[src/rtl/uart_tx_chan.sv]
// uart_tx_chan
// ------------
// Single-channel UART transmitter. Words enter a small FIFO and leave the
// block as 8N1 frames (LSB first) on uart_tx. Control words (bit 9 set)
// turn a line BREAK on (bit 0 = 1) or off (bit 0 = 0). A BREAK lasts at
// least BREAK_MIN_BITS bit times, even when the off request arrives early.
// Each BREAK is followed by one bit time of mark.
//
// Parameters
//   DIVIDER        clocks per bit time (>= 2)
//   FIFO_LOG2      input FIFO depth is 2**FIFO_LOG2 words (>= 1)
//   BREAK_MIN_BITS minimum BREAK length in bit times
//
// Ports
//   clk              rising-edge clock
//   rst              synchronous active-high reset
//   uart_indata_stb  write strobe, one word per asserted cycle
//   uart_indata_data [9] CONTROL, [8] reserved, [7:0] payload / [0] BREAK on
//   uart_tx          serial line, idle high
//   busy             FIFO non-empty, state not IDLE, or line stage active
//   full             FIFO holds 2**FIFO_LOG2 words (registered)
//   ovr              one-cycle pulse after a write was dropped on full
//   err              one-cycle pulse after a data word was discarded in BREAK
module uart_tx_chan #(
  parameter int DIVIDER        = 32,
  parameter int FIFO_LOG2      = 2,
  parameter int BREAK_MIN_BITS = 11
) (
  input  logic       clk,
  input  logic       rst,
  input  logic       uart_indata_stb,
  input  logic [9:0] uart_indata_data,
  output logic       uart_tx,
  output logic       busy,
  output logic       full,
  output logic       ovr,
  output logic       err
);

  localparam int DEPTH = 1 << FIFO_LOG2;
  localparam int CNT_W = $clog2(DIVIDER);
  localparam int BRK_W = $clog2(BREAK_MIN_BITS + 1);

  localparam logic [CNT_W-1:0]   BIT_LAST  = CNT_W'(DIVIDER - 1);
  localparam logic [BRK_W-1:0]   BRK_MIN   = BRK_W'(BREAK_MIN_BITS);
  localparam logic [FIFO_LOG2:0] FIFO_FULL = (FIFO_LOG2 + 1)'(DEPTH);

  typedef enum logic [2:0] {
    S_IDLE,
    S_START,
    S_DATA,
    S_STOP,
    S_BREAK,
    S_MARK
  } state_t;

  // ---------------------------------------------------------------------
  // Input FIFO. Bit 8 of a word carries no meaning, so the FIFO stores
  // only {CONTROL, payload}.
  // ---------------------------------------------------------------------
  logic [8:0]           mem [DEPTH];
  logic [FIFO_LOG2-1:0] wr_ptr;
  logic [FIFO_LOG2-1:0] rd_ptr;
  logic [FIFO_LOG2:0]   count;
  logic [FIFO_LOG2:0]   count_next;
  logic                 do_write;
  logic                 do_pop;
  logic                 fifo_empty;
  logic [8:0]           head;
  logic                 head_ctrl;
  logic                 head_bit0;

  state_t               state;

  logic unused_rsvd;
  assign unused_rsvd = uart_indata_data[8];

  // The registered full flag gates writes, so a pop in the same cycle
  // never makes room for a write into a full FIFO.
  assign do_write   = uart_indata_stb && !full;
  assign fifo_empty = (count == '0);
  assign do_pop     = !fifo_empty && ((state == S_IDLE) || (state == S_BREAK));
  assign head       = mem[rd_ptr];
  assign head_ctrl  = head[8];
  assign head_bit0  = head[0];

  always_comb begin
    // NOTE: every always_comb output gets a default first, otherwise any
    // path that skips an assignment infers a latch.
    count_next = count;
    if (do_write && !do_pop) begin
      count_next = count + 1'b1;
    end else if (!do_write && do_pop) begin
      count_next = count - 1'b1;
    end
  end

  // NOTE: the storage array has no reset; the pointers and occupancy
  // counter define which entries are valid, so clearing them empties it.
  always_ff @(posedge clk) begin
    if (do_write) begin
      mem[wr_ptr] <= {uart_indata_data[9], uart_indata_data[7:0]};
    end
  end

  // NOTE: sequential state uses non-blocking assignments so every register
  // samples pre-edge values regardless of statement order.
  always_ff @(posedge clk) begin
    if (rst) begin
      wr_ptr <= '0;
      rd_ptr <= '0;
      count  <= '0;
      full   <= 1'b0;
      ovr    <= 1'b0;
    end else begin
      if (do_write) wr_ptr <= wr_ptr + 1'b1;
      if (do_pop)   rd_ptr <= rd_ptr + 1'b1;
      count <= count_next;
      full  <= (count_next == FIFO_FULL);
      ovr   <= uart_indata_stb && full;
    end
  end

  // ---------------------------------------------------------------------
  // Transmit FSM
  // ---------------------------------------------------------------------
  logic [CNT_W-1:0] bit_cnt;
  logic [2:0]       bit_idx;
  logic [7:0]       data_q;
  logic [BRK_W-1:0] brk_cnt;
  logic [BRK_W-1:0] brk_cnt_next;
  logic             end_req;
  logic             end_seen;
  logic             bit_last;
  logic             line_active;
  logic             tx_now;

  assign bit_last = (bit_cnt == BIT_LAST);

  // The end request can be honoured in the very cycle the off word is
  // popped, so a late request ends the BREAK without an extra clock.
  assign end_seen = end_req || (do_pop && head_ctrl && !head_bit0);

  always_comb begin
    brk_cnt_next = brk_cnt;
    if (bit_last && (brk_cnt != BRK_MIN)) begin
      brk_cnt_next = brk_cnt + 1'b1;
    end
  end

  // Line level for the current state; it is registered into uart_tx, so
  // the line lags the state by exactly one clock throughout.
  always_comb begin
    tx_now = 1'b1;
    case (state)
      S_START, S_BREAK: tx_now = 1'b0;
      S_DATA:           tx_now = data_q[bit_idx];
      default:          tx_now = 1'b1;
    endcase
  end

  always_ff @(posedge clk) begin
    if (rst) begin
      state       <= S_IDLE;
      bit_cnt     <= '0;
      bit_idx     <= '0;
      data_q      <= '0;
      brk_cnt     <= '0;
      end_req     <= 1'b0;
      line_active <= 1'b0;
      uart_tx     <= 1'b1;
      busy        <= 1'b0;
      err         <= 1'b0;
    end else begin
      err         <= 1'b0;
      uart_tx     <= tx_now;
      line_active <= (state != S_IDLE);
      // line_active keeps busy high until the last registered line bit
      // has been driven out.
      busy        <= !fifo_empty || (state != S_IDLE) || line_active;

      case (state)
        S_IDLE: begin
          bit_cnt <= '0;
          if (do_pop) begin
            if (!head_ctrl) begin
              data_q  <= head[7:0];
              bit_idx <= '0;
              state   <= S_START;
            end else if (head_bit0) begin
              brk_cnt <= '0;
              end_req <= 1'b0;
              state   <= S_BREAK;
            end
          end
        end

        S_START: begin
          if (bit_last) begin
            bit_cnt <= '0;
            bit_idx <= '0;
            state   <= S_DATA;
          end else begin
            bit_cnt <= bit_cnt + 1'b1;
          end
        end

        S_DATA: begin
          if (bit_last) begin
            bit_cnt <= '0;
            if (bit_idx == 3'd7) begin
              state <= S_STOP;
            end else begin
              bit_idx <= bit_idx + 1'b1;
            end
          end else begin
            bit_cnt <= bit_cnt + 1'b1;
          end
        end

        S_STOP: begin
          if (bit_last) begin
            bit_cnt <= '0;
            state   <= S_IDLE;
          end else begin
            bit_cnt <= bit_cnt + 1'b1;
          end
        end

        S_BREAK: begin
          bit_cnt <= bit_last ? '0 : bit_cnt + 1'b1;
          brk_cnt <= brk_cnt_next;
          if (do_pop && head_ctrl && !head_bit0) end_req <= 1'b1;
          if (do_pop && !head_ctrl)              err     <= 1'b1;
          if (end_seen && (brk_cnt_next == BRK_MIN)) begin
            bit_cnt <= '0;
            end_req <= 1'b0;
            state   <= S_MARK;
          end
        end

        S_MARK: begin
          if (bit_last) begin
            bit_cnt <= '0;
            state   <= S_IDLE;
          end else begin
            bit_cnt <= bit_cnt + 1'b1;
          end
        end

        default: state <= S_IDLE;
      endcase
    end
  end

endmodule
[config.mk]
export PLATFORM = sky130hd
export DESIGN_NAME = uart_tx_chan
export DESIGN_NICKNAME = d
export VERILOG_FILES = /design/src/rtl/uart_tx_chan.sv
export SDC_FILE = /design/constraint.sdc
export NUM_CORES = 1
export LEC_CHECK = 0
export ABC_AREA = 0
export CAP_MARGIN = 20
export CORE_ASPECT_RATIO = 0.7
export CORE_MARGIN = 2
export CORE_UTILIZATION = 50
export CTS_CLUSTER_SIZE = 14
export DETAILED_ROUTE_END_ITERATION = 8
export PLACE_DENSITY = 0.76
export SLEW_MARGIN = 20
export SYNTH_ARGS = -nofsm -noshare
export SYNTH_HDL_FRONTEND = slang
export SYNTH_SLANG_ARGS = --single-unit
[constraint.sdc]
create_clock -name clk -period 2.75 [get_ports clk]
set_input_delay 0.275 -clock clk [delete_from_list [all_inputs] [get_ports clk]]
set_output_delay 0.275 -clock clk [all_outputs]
set_load 0.02 [all_outputs]
==> results of run 1 <==
kinds of logic (layout without fill, tap and decap cells):
family,count (synthesis),count (layout),synth area share (%)
DFF,75,75,54.81
adders and majority gates,12,12,4.420
and+or+nand+nor,103,103,15.58
muxes,23,23,11.79
buffers and inverters,22,46,2.652
xor gates and xnor gates,5,5,1.289
AOI/OAI and AO/OA,44,44,9.467
sequential cells by signal (all words and copies together), names as in the netlist, named ones only:
register,count
mem,36
data_q,8
bit_cnt,5
brk_cnt,4
bit_idx,3
count,3
state,3
rd_ptr,2
wr_ptr,2
busy,1
end_req,1
err,1
full,1
line_active,1
ovr,1
uart_tx,1
worst max-delay path, stage by stage (launching register included):
cell and delay (ns):
sky130_fd_sc_hd__dfxtp_1 0.42, sky130_fd_sc_hd__ha_1 0.20, sky130_fd_sc_hd__and3_1 0.16, sky130_fd_sc_hd__ha_1 0.23, sky130_fd_sc_hd__nor2b_1 0.07, sky130_fd_sc_hd__o311a_1 0.29, sky130_fd_sc_hd__nor3_1 0.47, sky130_fd_sc_hd__and4_1 0.28
sky130_fd_sc_hd__a2111oi_0 0.06
placed cells by master, fill, tap and decap left out, types with 3 or more instances in the layout:
cell                              instances
sky130_fd_sc_hd__nor2b_1                  6
sky130_fd_sc_hd__nor4_1                   5
sky130_fd_sc_hd__a22oi_1                  5
sky130_fd_sc_hd__o21ai_0                  7
sky130_fd_sc_hd__a21oi_1                  5
sky130_fd_sc_hd__mux4_1                   8
sky130_fd_sc_hd__ha_1                    12
sky130_fd_sc_hd__mux2i_1                 10
sky130_fd_sc_hd__nand2_1                 14
sky130_fd_sc_hd__nor2_1                  36
sky130_fd_sc_hd__or2_2                    4
sky130_fd_sc_hd__dfxtp_1                 39
sky130_fd_sc_hd__a211oi_1                 6
sky130_fd_sc_hd__and2_1                   6
sky130_fd_sc_hd__nor3_1                  10
sky130_fd_sc_hd__nand2b_1                 5
sky130_fd_sc_hd__mux4_2                   3
sky130_fd_sc_hd__and3_1                   4
sky130_fd_sc_hd__inv_6                    3
sky130_fd_sc_hd__xnor2_1                  3
sky130_fd_sc_hd__edfxtp_1                36
sky130_fd_sc_hd__clkdlybuf4s50_1         16
sky130_fd_sc_hd__nor3b_1                  3
sky130_fd_sc_hd__inv_1                    7
sky130_fd_sc_hd__nand3_1                  3
sky130_fd_sc_hd__clkbuf_8                 9
sky130_fd_sc_hd__buf_4                    7
routing by layer:
metal / up-vias / track usage, %
met4: 0 / 6.074
met2: 70 / 30.79
li1: 1113 / -
met5: - / 0
met1: 1104 / 26.88
met3: 8 / 7.184
cells in the mapped netlist, types with 2 or more instances:
cell and instances:
sky130_fd_sc_hd__o21bai_1 2, sky130_fd_sc_hd__or2_2 4, sky130_fd_sc_hd__mux4_2 3, sky130_fd_sc_hd__a211oi_1 6, sky130_fd_sc_hd__nor4_1 5, sky130_fd_sc_hd__nand3_1 3, sky130_fd_sc_hd__nor2_1 36, sky130_fd_sc_hd__inv_1 7
sky130_fd_sc_hd__nand2_1 14, sky130_fd_sc_hd__dfxtp_1 39, sky130_fd_sc_hd__mux4_1 8, sky130_fd_sc_hd__or3_1 2, sky130_fd_sc_hd__nor3b_1 3, sky130_fd_sc_hd__a22oi_1 5, sky130_fd_sc_hd__edfxtp_1 36, sky130_fd_sc_hd__nor3_1 10
sky130_fd_sc_hd__nor4b_1 2, sky130_fd_sc_hd__ha_1 12, sky130_fd_sc_hd__a221oi_1 2, sky130_fd_sc_hd__and3_1 4, sky130_fd_sc_hd__a21oi_1 5, sky130_fd_sc_hd__nor2b_1 6, sky130_fd_sc_hd__a2111oi_0 2, sky130_fd_sc_hd__mux2_2 2
sky130_fd_sc_hd__o21ai_0 7, sky130_fd_sc_hd__xnor2_1 3, sky130_fd_sc_hd__a311oi_1 2, sky130_fd_sc_hd__o221a_2 2, sky130_fd_sc_hd__mux2i_1 10, sky130_fd_sc_hd__and2_1 6, sky130_fd_sc_hd__nand2b_1 5, sky130_fd_sc_hd__clkbuf_1 13
sky130_fd_sc_hd__xor2_1 2
where the power goes:
| group | switching, uW | internal (uW) |
|---|---|---|
| combinational | 705 | 563 |
| clock | 434 | 434 |
| sequential | 152 | 1370 |
through the flow:
stage	setup WS [ns]	utilization [%]	cells
floorplan	0.7259	-	284
global route	0.2082	58.07	402
CTS	0.4217	58.07	402
detailed placement	0.4344	54.99	386
global placement	0.5519	54.99	386
finish	0.4198	58.07	402
final cells by class:
cell class / count / area, um2
Clock inverter: 7 / 81.33
Inverter: 7 / 26.28
Fill cell: 527 / 2794
Sequential cell: 75 / 1862
Timing Repair Buffer: 23 / 212.7
Clock buffer: 9 / 123.9
Tap cell: 94 / 117.6
Multi-Input combinational cell: 187 / 1445
worst max-delay path by stage:
stage	end	cells past startpoint	from	slack (ns)
floorplan	bit_cnt[0]	6	register	0.73
finish	end_req	8	bit_cnt[0]	0.42
detailed placement	end_req	8	bit_cnt[0]	0.43
global route	state[2]	8	bit_cnt[0]	0.21
CTS	state[2]	8	bit_cnt[0]	0.42
global placement	end_req	8	bit_cnt[0]	0.55
==> Implementation_results.wiki, run 1 <==
{| class="wikitable"
! Metric !! Value
|-
| Result of the run || completed
|-
| Worst Hold Slack || approximately 0.47 ns
|-
| Total number of vias || ~2300
|-
| Number of nets with antenna violations after detailed routing || 0
|-
| Synth top area cells || sky130_fd_sc_hd__edfxtp_1 32%, sky130_fd_sc_hd__dfxtp_1 23%, sky130_fd_sc_hd__mux4_1 6.2%
|-
| Maxcap violations || 0
|-
| Post-detailed-route DRC marker count || 0
|-
| Leakage power || ~0.0014 uW
|-
| Final Wtd Congestion || about 0.84
|-
| Skew final || roughly 0.0094 ns
|-
| Later-pin clock latency in the skew report || between 0.3 and 0.4 ns
|-
| Total setup violations reported at the end of the flow || 0
|-
| Destination of the worst hold path || ovr
|-
| Root cell of the clock tree || sky130_fd_sc_hd__clkbuf_8
|-
| Sink count of the clock tree || 75
|-
| Register-to-register path setup slack || about 0.42 ns
|-
| Via count of the first global-routing pass || 2164
|-
| Crit path required time || between 2 and 3 ns
|-
| Highest routed metal layer || met4
|-
| Clock H-tree levels || 3
|-
| Critical Path AT || between 2 and 3 ns
|-
| CTS Buf Count || 9
|-
| Post-synth EDFFs || 36
|-
| Overall global routing resource usage || approximately a fifth
|-
| Ratio of cells with drive above 1 in the final layout || around 11%
|-
| Total Die Area || about 7500 um2
|-
| Final net count || 328
|-
| CTS Hold Buffers Added || 0
|-
| Buffers added on ports || 16
|-
| Post-detailed-route wirelength per cell || 16.26 um
|-
| P per Cell Area || between 900 and 1000 nW/um2
|-
| Routed length on met1 || 2899 um
|-
| CTS tree || yes
|-
| Detailed-route wire length || roughly 6500 um
|-
| Initial core utilization || between 50% and 60%
|-
| Type of element launching the critical path || register
|-
| Final critical-path share of the clock period || about 85%
|-
| Maximum number of pins on one net before global-route repair || 29
|-
| Post-Synthesis Net Count || slightly above 300
|-
| Clock transition at the registers of the reported paths || around 0.090 ns
|-
| Count of state elements after synthesis || 75
|-
| Cells on worst reg2reg path || 8
|-
| Met2 wire len || about 3200 um
|-
| Start point of the worst hold path || uart_indata_stb
|-
| Power, Total || between 3000 and 4000 uW
|-
| Critical register-to-register path endpoint || end_req
|-
| Synthesized cell area || 3397 um2
|-
| Number of cells upsized or downsized after cts || 0
|-
| Relative slew slack || a little over half
|-
| Antenna violations before repair || 0
|-
| Warnings, synthesis || 0
|-
| Avg Synthesized Cell Area || roughly 12 um2
|-
| 1st-pass router iterations || 4
|-
| Actual slew at the worst max-slew pin || 0.6790 ns
|-
| Number of antenna cells inserted || 0
|-
| Remaining global-route overflow || 0
|-
| Sequential area share after synthesis || ~55%
|-
| Beginning of the worst register-to-register path || bit_cnt[0]
|-
| Maximum count of clock buffers along a single path || 2
|-
| Prevailing post-synth register cell || sky130_fd_sc_hd__dfxtp_1
|-
| Post-synth top area cell || sky130_fd_sc_hd__edfxtp_1
|-
| Proportion of register bits with asynchronous set or reset after synthesis || 0%
|-
| Worst-path fanout max || 5
|-
| Gate Count Post-Synth || 284
|-
| Layout Area Growth over Synthesis || 13.89%
|-
| Final non-filler cell area || 3869 um2
|-
| RSZ-0062 raised after global routing || false
|-
| Total negative setup slack || 0 ns
|-
| HPWL after DPL || 4398 um
|-
| Type of the worst min-delay path || input pin to register
|-
| Post-CTS setup-driven buffer insertion count || 0
|-
| Number of endpoints with negative hold slack in the final report || 0
|-
| Io pins || 18
|-
| Area share of the largest cell type after synthesis || a little under a third
|-
| Core box area || between 6000 and 7000 um2
|-
| Floorplan row count || 25
|-
| Crit path kind || register to register
|-
| Count of distinct cell types in the synthesized netlist || about 50
|-
| IR Drop Worst-Case VDD || 531.0 uV
|-
| Die Y || 72.96 um
|-
| Max-slew violation count || 0
|-
| Detail Route met3 WL || roughly 410 um
|-
| Maximum clock rate || 0.4292 GHz
|-
| Post-DP Area || between 3000 and 4000 um2
|-
| Via-to-Cell Ratio || 5.709
|-
| Final Critical Period || about 2.3 ns
|-
| DRC marker count from the first detailed-route iteration || around 170
|-
| Setup crit end kind || register
|-
| Horizontal die dimension || 102.5 um
|-
| Global-route wire length before repair || approximately 11000 um
|-
| Number of cells on the worst hold path || 3
|}
No activity file was read; power rests on OpenSTA's default activity.
==> run 2, diff against run 1 <==
--- a/config.mk
+++ b/config.mk
@@ -12,7 +12,7 @@
 export CORE_UTILIZATION = 50
 export CTS_CLUSTER_SIZE = 14
 export DETAILED_ROUTE_END_ITERATION = 8
-export PLACE_DENSITY = 0.76
+export PLACE_DENSITY = 0.79
 export SLEW_MARGIN = 20
 export SYNTH_ARGS = -nofsm -noshare
 export SYNTH_HDL_FRONTEND = slang
==> constraint.sdc (replaced) <==
create_clock -name clk -period 2.1 [get_ports clk]
set_input_delay 0.21 -clock clk [delete_from_list [all_inputs] [get_ports clk]]
set_output_delay 0.21 -clock clk [all_outputs]
set_load 0.02 [all_outputs]
==> run 2 against run 1 <==
  * Hold slack lost 0.066 ns
  * Clock power grew 15%
  * Non-clock buffer count grew 24
  * Via count grew 1.1%
  * Die area is the same
  * Clock skew shrank 0.0021 ns
  * Sequential power grew 27%
  * Global-route usage is essentially flat
  * Critical endpoint unchanged
  * First-iteration DRC count shrank 31%
  * Register-to-register slack lost 0.37 ns
==> Implementation_results.wiki, run 2 (synthesis results as in run 1) <==
{| class="wikitable"
! Metric !! Value
|-
| Total Die Area || between 7000 and 8000 um2
|-
| Worst setup path startpoint || bit_cnt[0]
|-
| Ratio of cells with drive above 1 in the final layout || 21.99%
|-
| Skew final || 0.007332 ns
|-
| Post-DP Area || approximately 3900 um2
|-
| Total number of vias || ~2300
|-
| Number of placed cells counting well taps || approximately 400
|-
| Final critical-path share of the clock period || a little over nine tenths
|-
| Global-route wire length before repair || around 11000 um
|-
| Post-detailed-route DRC marker count || 0
|-
| Number of antenna cells inserted || 0
|-
| Maxcap violations || 0
|-
| Via count of the first global-routing pass || ~2400
|-
| Beginning of the worst register-to-register path || bit_cnt[0]
|-
| CTS tree || yes
|-
| Actual slew at the worst max-slew pin || between 0.5 and 0.6 ns
|-
| Critical Path AT || about 2.3 ns
|-
| Io pins || 18
|-
| Highest-count cells in the layout ignoring fill and taps || 37 x sky130_fd_sc_hd__dfxtp_1, 36 x sky130_fd_sc_hd__nor2_1, 36 x sky130_fd_sc_hd__edfxtp_1, 30 x sky130_fd_sc_hd__buf_4, 16 x sky130_fd_sc_hd__clkdlybuf4s50_1
|-
| Initial core utilization || 50.99%
|-
| Leakage power || 0.001530 uW
|-
| Number of non-filler instances in the completed layout || approximately 430
|-
| RSZ-0062 raised after global routing || true
|-
| Layout Area Growth over Synthesis || 21.07%
|-
| Total setup violations reported at the end of the flow || 0
|-
| Critical Path Sink || end_req
|-
| Final net count || 352
|-
| Detailed-route wire length || ~6500 um
|-
| Registers with the most flip-flops || mem (36), data_q (8), bit_cnt (5)
|-
| Most common cell after layout, fill and taps aside || sky130_fd_sc_hd__dfxtp_1
|-
| CTS Buf Count || 9
|-
| CTS Hold Buffers Added || 0
|-
| Maximum number of pins on one net before global-route repair || 39
|-
| Number of nets with antenna violations after detailed routing || 0
|-
| Max FFs per register || 36
|-
| 1st-pass router iterations || 4
|-
| Relative slew slack || about 60%
|-
| IR Drop Worst-Case VDD || slightly below 700 uV
|-
| Horizontal die dimension || 102.5 um
|-
| Register-to-register path setup slack || about 0.05 ns
|-
| Register containing the most flip-flops in the final layout || mem
|-
| Setup crit end kind || register
|-
| Cells on worst reg2reg path || 9
|-
| Number of endpoints with negative hold slack in the final report || 0
|-
| Post-detailed-route wirelength per cell || around 15 um
|-
| Floorplan row count || 25
|-
| Clock transition at the registers of the reported paths || roughly 0.08 ns
|-
| Critical register-to-register path endpoint || end_req
|-
| Later-pin clock latency in the skew report || approximately 0.35 ns
|-
| Maximum count of clock buffers along a single path || 2
|-
| Antenna violations before repair || 0
|-
| Type of the worst min-delay path || input pin to register
|-
| Share of the core filled with cells in the final layout || between 60% and 70%
|-
| Clock H-tree levels || 3
|-
| Result of the run || completed
|-
| Final Critical Period || 2.049 ns
|-
| Crit path kind || register to register
|-
| Worst-path fanout max || 5
|-
| Maximum clock rate || about 0.49 GHz
|-
| P per Cell Area || between 1000 and 1500 nW/um2
|-
| Via-to-Cell Ratio || between 5 and 6
|-
| Root cell of the clock tree || sky130_fd_sc_hd__clkbuf_8
|-
| Remaining global-route overflow || 0
|-
| DRC marker count from the first detailed-route iteration || between 100 and 150
|-
| Smallest setup slack after layout || 0.05099 ns
|-
| HPWL after DPL || about 4500 um
|-
| Core box area || approximately 6700 um2
|-
| Setup Slack @ Placement || -0.03872 ns
|-
| Overall global routing resource usage || between 20 and 25%
|-
| Final Wtd Congestion || roughly 0.82
|-
| Die Y || between 70 and 80 um
|-
| Crit path required time || ~2.3 ns
|-
| Max-slew violation count || 0
|-
| Buffers added on ports || 16
|-
| Final non-filler cell area || a little over 4000 um2
|-
| Type of element launching the critical path || register
|-
| Sink count of the clock tree || 75
|-
| Total negative setup slack || 0 ns
|}
## run 2: changes by cell type in the layout (fill, tap and decap cells not counted), sizes merged
cell      previous run  this run
buf                  7        31
bufinv               1         0
clkinv               2         3
clkinvlp             0         1
inv                 11        10
## run 2: worst min-delay path by stage
stage	startpoint	endpoint	cells past startpoint
finish	uart_indata_stb	ovr	3
global placement	full	ovr	2
detailed placement	full	ovr	2
CTS	uart_indata_stb	ovr	3
global route	uart_indata_stb	ovr	3
floorplan	uart_indata_data[0]	mem[0][0]	0
## run 2: report_power, final
group	total (uW)	internal (uW)	switching [uW]
combinational	2070	1010	1050
sequential	1930	1790	133
clock	1000	446	557
total	5000	3250	1740
## run 2: cell type report
cell class	count	area, um2
flip-flops and latches	75	1864
clock buffers	9	123.9
fillers	512	2550
clock inverters	7	58.81
inverters	7	26.28
multi-input cells	187	1516
well taps	94	117.6
repair buffers	47	405.4
## run 2: through the flow
stage                     hold WS (ns)  total power [uW]
final                           0.4002              4997
after global placement          0.4452              3870
after detailed placement        0.4455              3932
after floorplan                 0.3089              3225
after global routing            0.4407              5340
after CTS                       0.3758              4983
## run 2: metal layers
metal  wire [um]  part of all wire [%]  track usage, %  vias up
li1            -                     -               -     1148
met1        3056                    47           27.75     1114
met2        3024                    46           30.65       55
met3         392                   6.0           6.322        4
met4          59                  0.90           5.778        0
met5           0                     0               0        -
## run 2: repair_timing
action                     in CTS  in global routing
pin swaps                       1                  0
setup endpoints to repair       3                 12
buffers inserted                0                  0
gates resized for setup         5                 15
## run 2: critical path: stages, from the launching register on
cell and delay (ns):
sky130_fd_sc_hd__dfxtp_2 0.33, sky130_fd_sc_hd__ha_1 0.21, sky130_fd_sc_hd__and3_4 0.20, sky130_fd_sc_hd__ha_4 0.16, sky130_fd_sc_hd__o21ai_1 0.11, sky130_fd_sc_hd__o311a_1 0.22, sky130_fd_sc_hd__nor3_2 0.07, sky130_fd_sc_hd__buf_4 0.16
sky130_fd_sc_hd__and4_1 0.18, sky130_fd_sc_hd__a2111oi_2 0.29
==> run 3, diff against run 2 <==
--- a/config.mk
+++ b/config.mk
@@ -5,14 +5,13 @@
 export SDC_FILE = /design/constraint.sdc
 export NUM_CORES = 1
 export LEC_CHECK = 0
-export ABC_AREA = 0
 export CAP_MARGIN = 20
 export CORE_ASPECT_RATIO = 0.7
 export CORE_MARGIN = 2
 export CORE_UTILIZATION = 50
 export CTS_CLUSTER_SIZE = 14
 export DETAILED_ROUTE_END_ITERATION = 8
-export PLACE_DENSITY = 0.79
+export PLACE_DENSITY = 0.76
 export SLEW_MARGIN = 20
 export SYNTH_ARGS = -nofsm -noshare
 export SYNTH_HDL_FRONTEND = slang
==> constraint.sdc (replaced) <==
create_clock -name clk -period 1.95 [get_ports clk]
set_input_delay 0.195 -clock clk [delete_from_list [all_inputs] [get_ports clk]]
set_output_delay 0.195 -clock clk [all_outputs]
set_load 0.02 [all_outputs]
==> run 3 against run 2 <==
  * The flow now finishes with violations (negative setup slack)
  * Count of clock-buffer cells in the layout is 1 higher
  * Total power is 14% higher
  * Global-route usage is 0.56 points higher
  * Die area stayed put
  * Combinational power is 17% higher
  * Clock skew is 0.00092 ns higher
  * Routed wire length is 5.0% higher
  * Cell area is 3.8% higher
  * Critical endpoint is now bit_idx[0]
  * Register-to-register slack worse by 0.06 ns
  * Sequential cell count stayed put
  * Worst setup slack worse by 0.063 ns
==> Implementation_results.wiki, run 3 (synthesis results as in run 1) <==
{| class="wikitable"
! Metric !! Value
|-
| Result of the run || finished with violations
|-
| Registers with the most flip-flops || mem (36), data_q (8), bit_cnt (5)
|-
| Most frequent cell on the critical path || sky130_fd_sc_hd__ha_4
|-
| Total number of vias || 2425
|-
| Final net count || approximately 360
|-
| Number of non-filler instances in the completed layout || 433
|-
| DRC marker count from the first detailed-route iteration || between 100 and 150
|-
| Root cell of the clock tree || sky130_fd_sc_hd__clkbuf_8
|-
| Final critical-path share of the clock period || 100.6%
|-
| Worst-path cell chain || ha_4 > and3_4 > ha_4 > nor2b_1 > o311a_1 > or3_4 > mux2i_1 > nor2_1
|-
| Horizontal die dimension || 102.5 um
|-
| Number of antenna cells inserted || 0
|-
| Final Critical Period || 1.962 ns
|-
| Filler instances || 499
|-
| Beginning of the worst register-to-register path || bit_cnt[0]
|-
| Number of placed cells counting well taps || around 400
|-
| RSZ-0062 raised after global routing || true
|-
| Type of the worst min-delay path || input pin to register
|-
| Maxcap violations || 0
|-
| Failing checks || negative setup slack
|-
| Total setup violations reported at the end of the flow || 2
|-
| Critical Path AT || ~2.2 ns
|-
| Critical register-to-register path endpoint || bit_idx[0]
|-
| Number of endpoints with negative hold slack in the final report || 0
|-
| Ratio of cells with drive above 1 in the final layout || between 20% and 30%
|-
| Floorplan row count || 25
|-
| Remaining global-route overflow || 0
|-
| Max incr delay on CP || 0.40 ns
|-
| Number of cells on the worst hold path || 3
|-
| Final Wtd Congestion || 0.8663
|-
| Clock H-tree levels || 3
|-
| Via-to-Cell Ratio || ~5.6
|-
| Highest-count cells in the layout ignoring fill and taps || 36 x sky130_fd_sc_hd__dfxtp_1, 36 x sky130_fd_sc_hd__edfxtp_1, 36 x sky130_fd_sc_hd__buf_4, 34 x sky130_fd_sc_hd__nor2_1, 16 x sky130_fd_sc_hd__clkdlybuf4s50_1
|-
| Buffers added on ports || 16
|-
| IR Drop Worst-Case VDD || around 670 uV
|-
| Skew final || roughly 0.008 ns
|-
| Later-pin clock latency in the skew report || between 0.3 and 0.4 ns
|-
| Number of buffer and inverter stages on the critical path || 0
|-
| Die Y || about 73 um
|-
| Number of nets with antenna violations after detailed routing || 0
|-
| Max FFs per register || 36
|-
| Leakage power || approximately 0.0016 uW
|-
| Post-detailed-route DRC marker count || 0
|-
| Maximum number of pins on one net before global-route repair || 39
|-
| Crit path required time || ~2.2 ns
|-
| HPWL after DPL || ~4700 um
|-
| CP top delay family || simple AND/OR/NAND/NOR gates
|-
| Register containing the most flip-flops in the final layout || mem
|-
| Post-DP Area || 3887 um2
|-
| Max-slew violation count || 0
|-
| Destination of the worst hold path || ovr
|-
| Layout Area Growth over Synthesis || 25.67%
|-
| Final non-filler cell area || between 4000 and 5000 um2
|-
| Type of element launching the critical path || register
|-
| Core box area || 6663 um2
|-
| Smallest setup slack after layout || -0.01231 ns
|-
| Setup crit end kind || register
|-
| CTS Buf Count || 9
|-
| Via count of the first global-routing pass || 2318
|-
| Actual slew at the worst max-slew pin || ~0.5 ns
|-
| CTS tree || yes
|-
| Register-to-register path setup slack || -0.01 ns
|-
| Crit path kind || register to register
|-
| 1st-pass router iterations || 4
|-
| Global-route wire length before repair || about 11000 um
|-
| Maximum count of clock buffers along a single path || 2
|-
| Worst-path fanout max || 5
|-
| P per Cell Area || roughly 1300 nW/um2
|-
| Start point of the worst hold path || uart_indata_stb
|-
| Critical-path cell with the highest stage delay || sky130_fd_sc_hd__o311a_1
|-
| Post-detailed-route wirelength per cell || 15.83 um
|-
| Detailed-route wire length || between 6000 and 7000 um
|-
| Io pins || 18
|-
| Initial core utilization || between 50% and 60%
|-
| Relative slew slack || ~67%
|-
| Clock transition at the registers of the reported paths || around 0.080 ns
|-
| Sink count of the clock tree || between 70 and 80
|-
| Overall global routing resource usage || roughly a fifth
|-
| Antenna violations before repair || 0
|-
| Cells on worst reg2reg path || 8
|-
| Total Die Area || ~7500 um2
|-
| Maximum clock rate || around 0.5 GHz
|}
-- run 3: cell count changes in the layout (fill, tap and decap cells not counted), moves of 2 or more --
cell / change
sky130_fd_sc_hd__buf_4: +6
sky130_fd_sc_hd__a221oi_1: -2
sky130_fd_sc_hd__a22oi_1: -2
sky130_fd_sc_hd__a22oi_2: +2
sky130_fd_sc_hd__nor2_1: -2
sky130_fd_sc_hd__a221oi_2: +2
sky130_fd_sc_hd__nor2_2: +2
-- run 3: cell type report --
cell class	instances	area [um2]	share of cell area, %
inverter	7	26.28	0.6155
clock buffer	10	127.6	2.989
tap	94	117.6	2.755
clock inverter	6	73.82	1.729
timing repair buffer	54	461.7	10.81
multi-input combinational	187	1594	37.34
sequential	75	1868	43.76
-- run 3: through the flow --
step / setup WS (ns) / TNS (ns) / util [%] / hold WS, ns / power, uW
global placement: -0.1019 / -0.2075 / 58.35 / 0.4457 / 4140
CTS: 0.002735 / 0 / 62.50 / 0.3876 / 5517
detailed placement: -0.1659 / -0.8251 / 58.35 / 0.4582 / 4203
global route: -0.09775 / -0.5108 / 64.08 / 0.4161 / 6054
floorplan: -0.004615 / -0.004615 / - / 0.2939 / 3513
finish: -0.01231 / -0.02256 / 64.08 / 0.3984 / 5718
-- run 3: worst max-delay path by stage --
stage | from | endpoint | slack [ns] | cells after the start
global placement | bit_cnt[0] | bit_cnt[0] | -0.10 | 9
CTS | bit_cnt[0] | bit_idx[1] | 0.003 | 8
global route | bit_cnt[0] | end_req | -0.1 | 8
detailed placement | bit_cnt[0] | bit_cnt[0] | -0.17 | 9
floorplan | register | bit_cnt[0] | -0.005 | 6
finish | bit_cnt[0] | bit_idx[0] | -0.01 | 8
-- run 3: worst min-delay path, cell delays in order --
cell and delay (ns):
sky130_fd_sc_hd__clkdlybuf4s50_1 0.42, sky130_fd_sc_hd__nand2_1 0.07, sky130_fd_sc_hd__nor2_1 0.03
-- run 3: report_power, final --
group          internal, uW  total [uW]  switching [uW]  leakage [uW]
Sequential             1940        2090             149      0.000650
Combinational          1170        2420            1250      0.000835
Clock                   606        1210             606     0.0000950
Total                  3710        5720            2000       0.00158
-- run 3: routing by layer --
layer  routed length (um)  vias to the layer above  GRT usage, %
li1                     -                     1166             -
met1                 3112                     1178         27.46
met3                  303                       15         4.789
met4                  136                        0         8.148
met5                    0                        -             0
met2                 3302                       66         32.90
-- run 3: timing repair --
item / 4_1_cts / 5_1_grt
resized for setup: 18 / 19
pin swaps: 1 / 8
setup buffers: 1 / 4
hold buffers: 0 / 0
endpoints found under the setup margin: 12 / 23
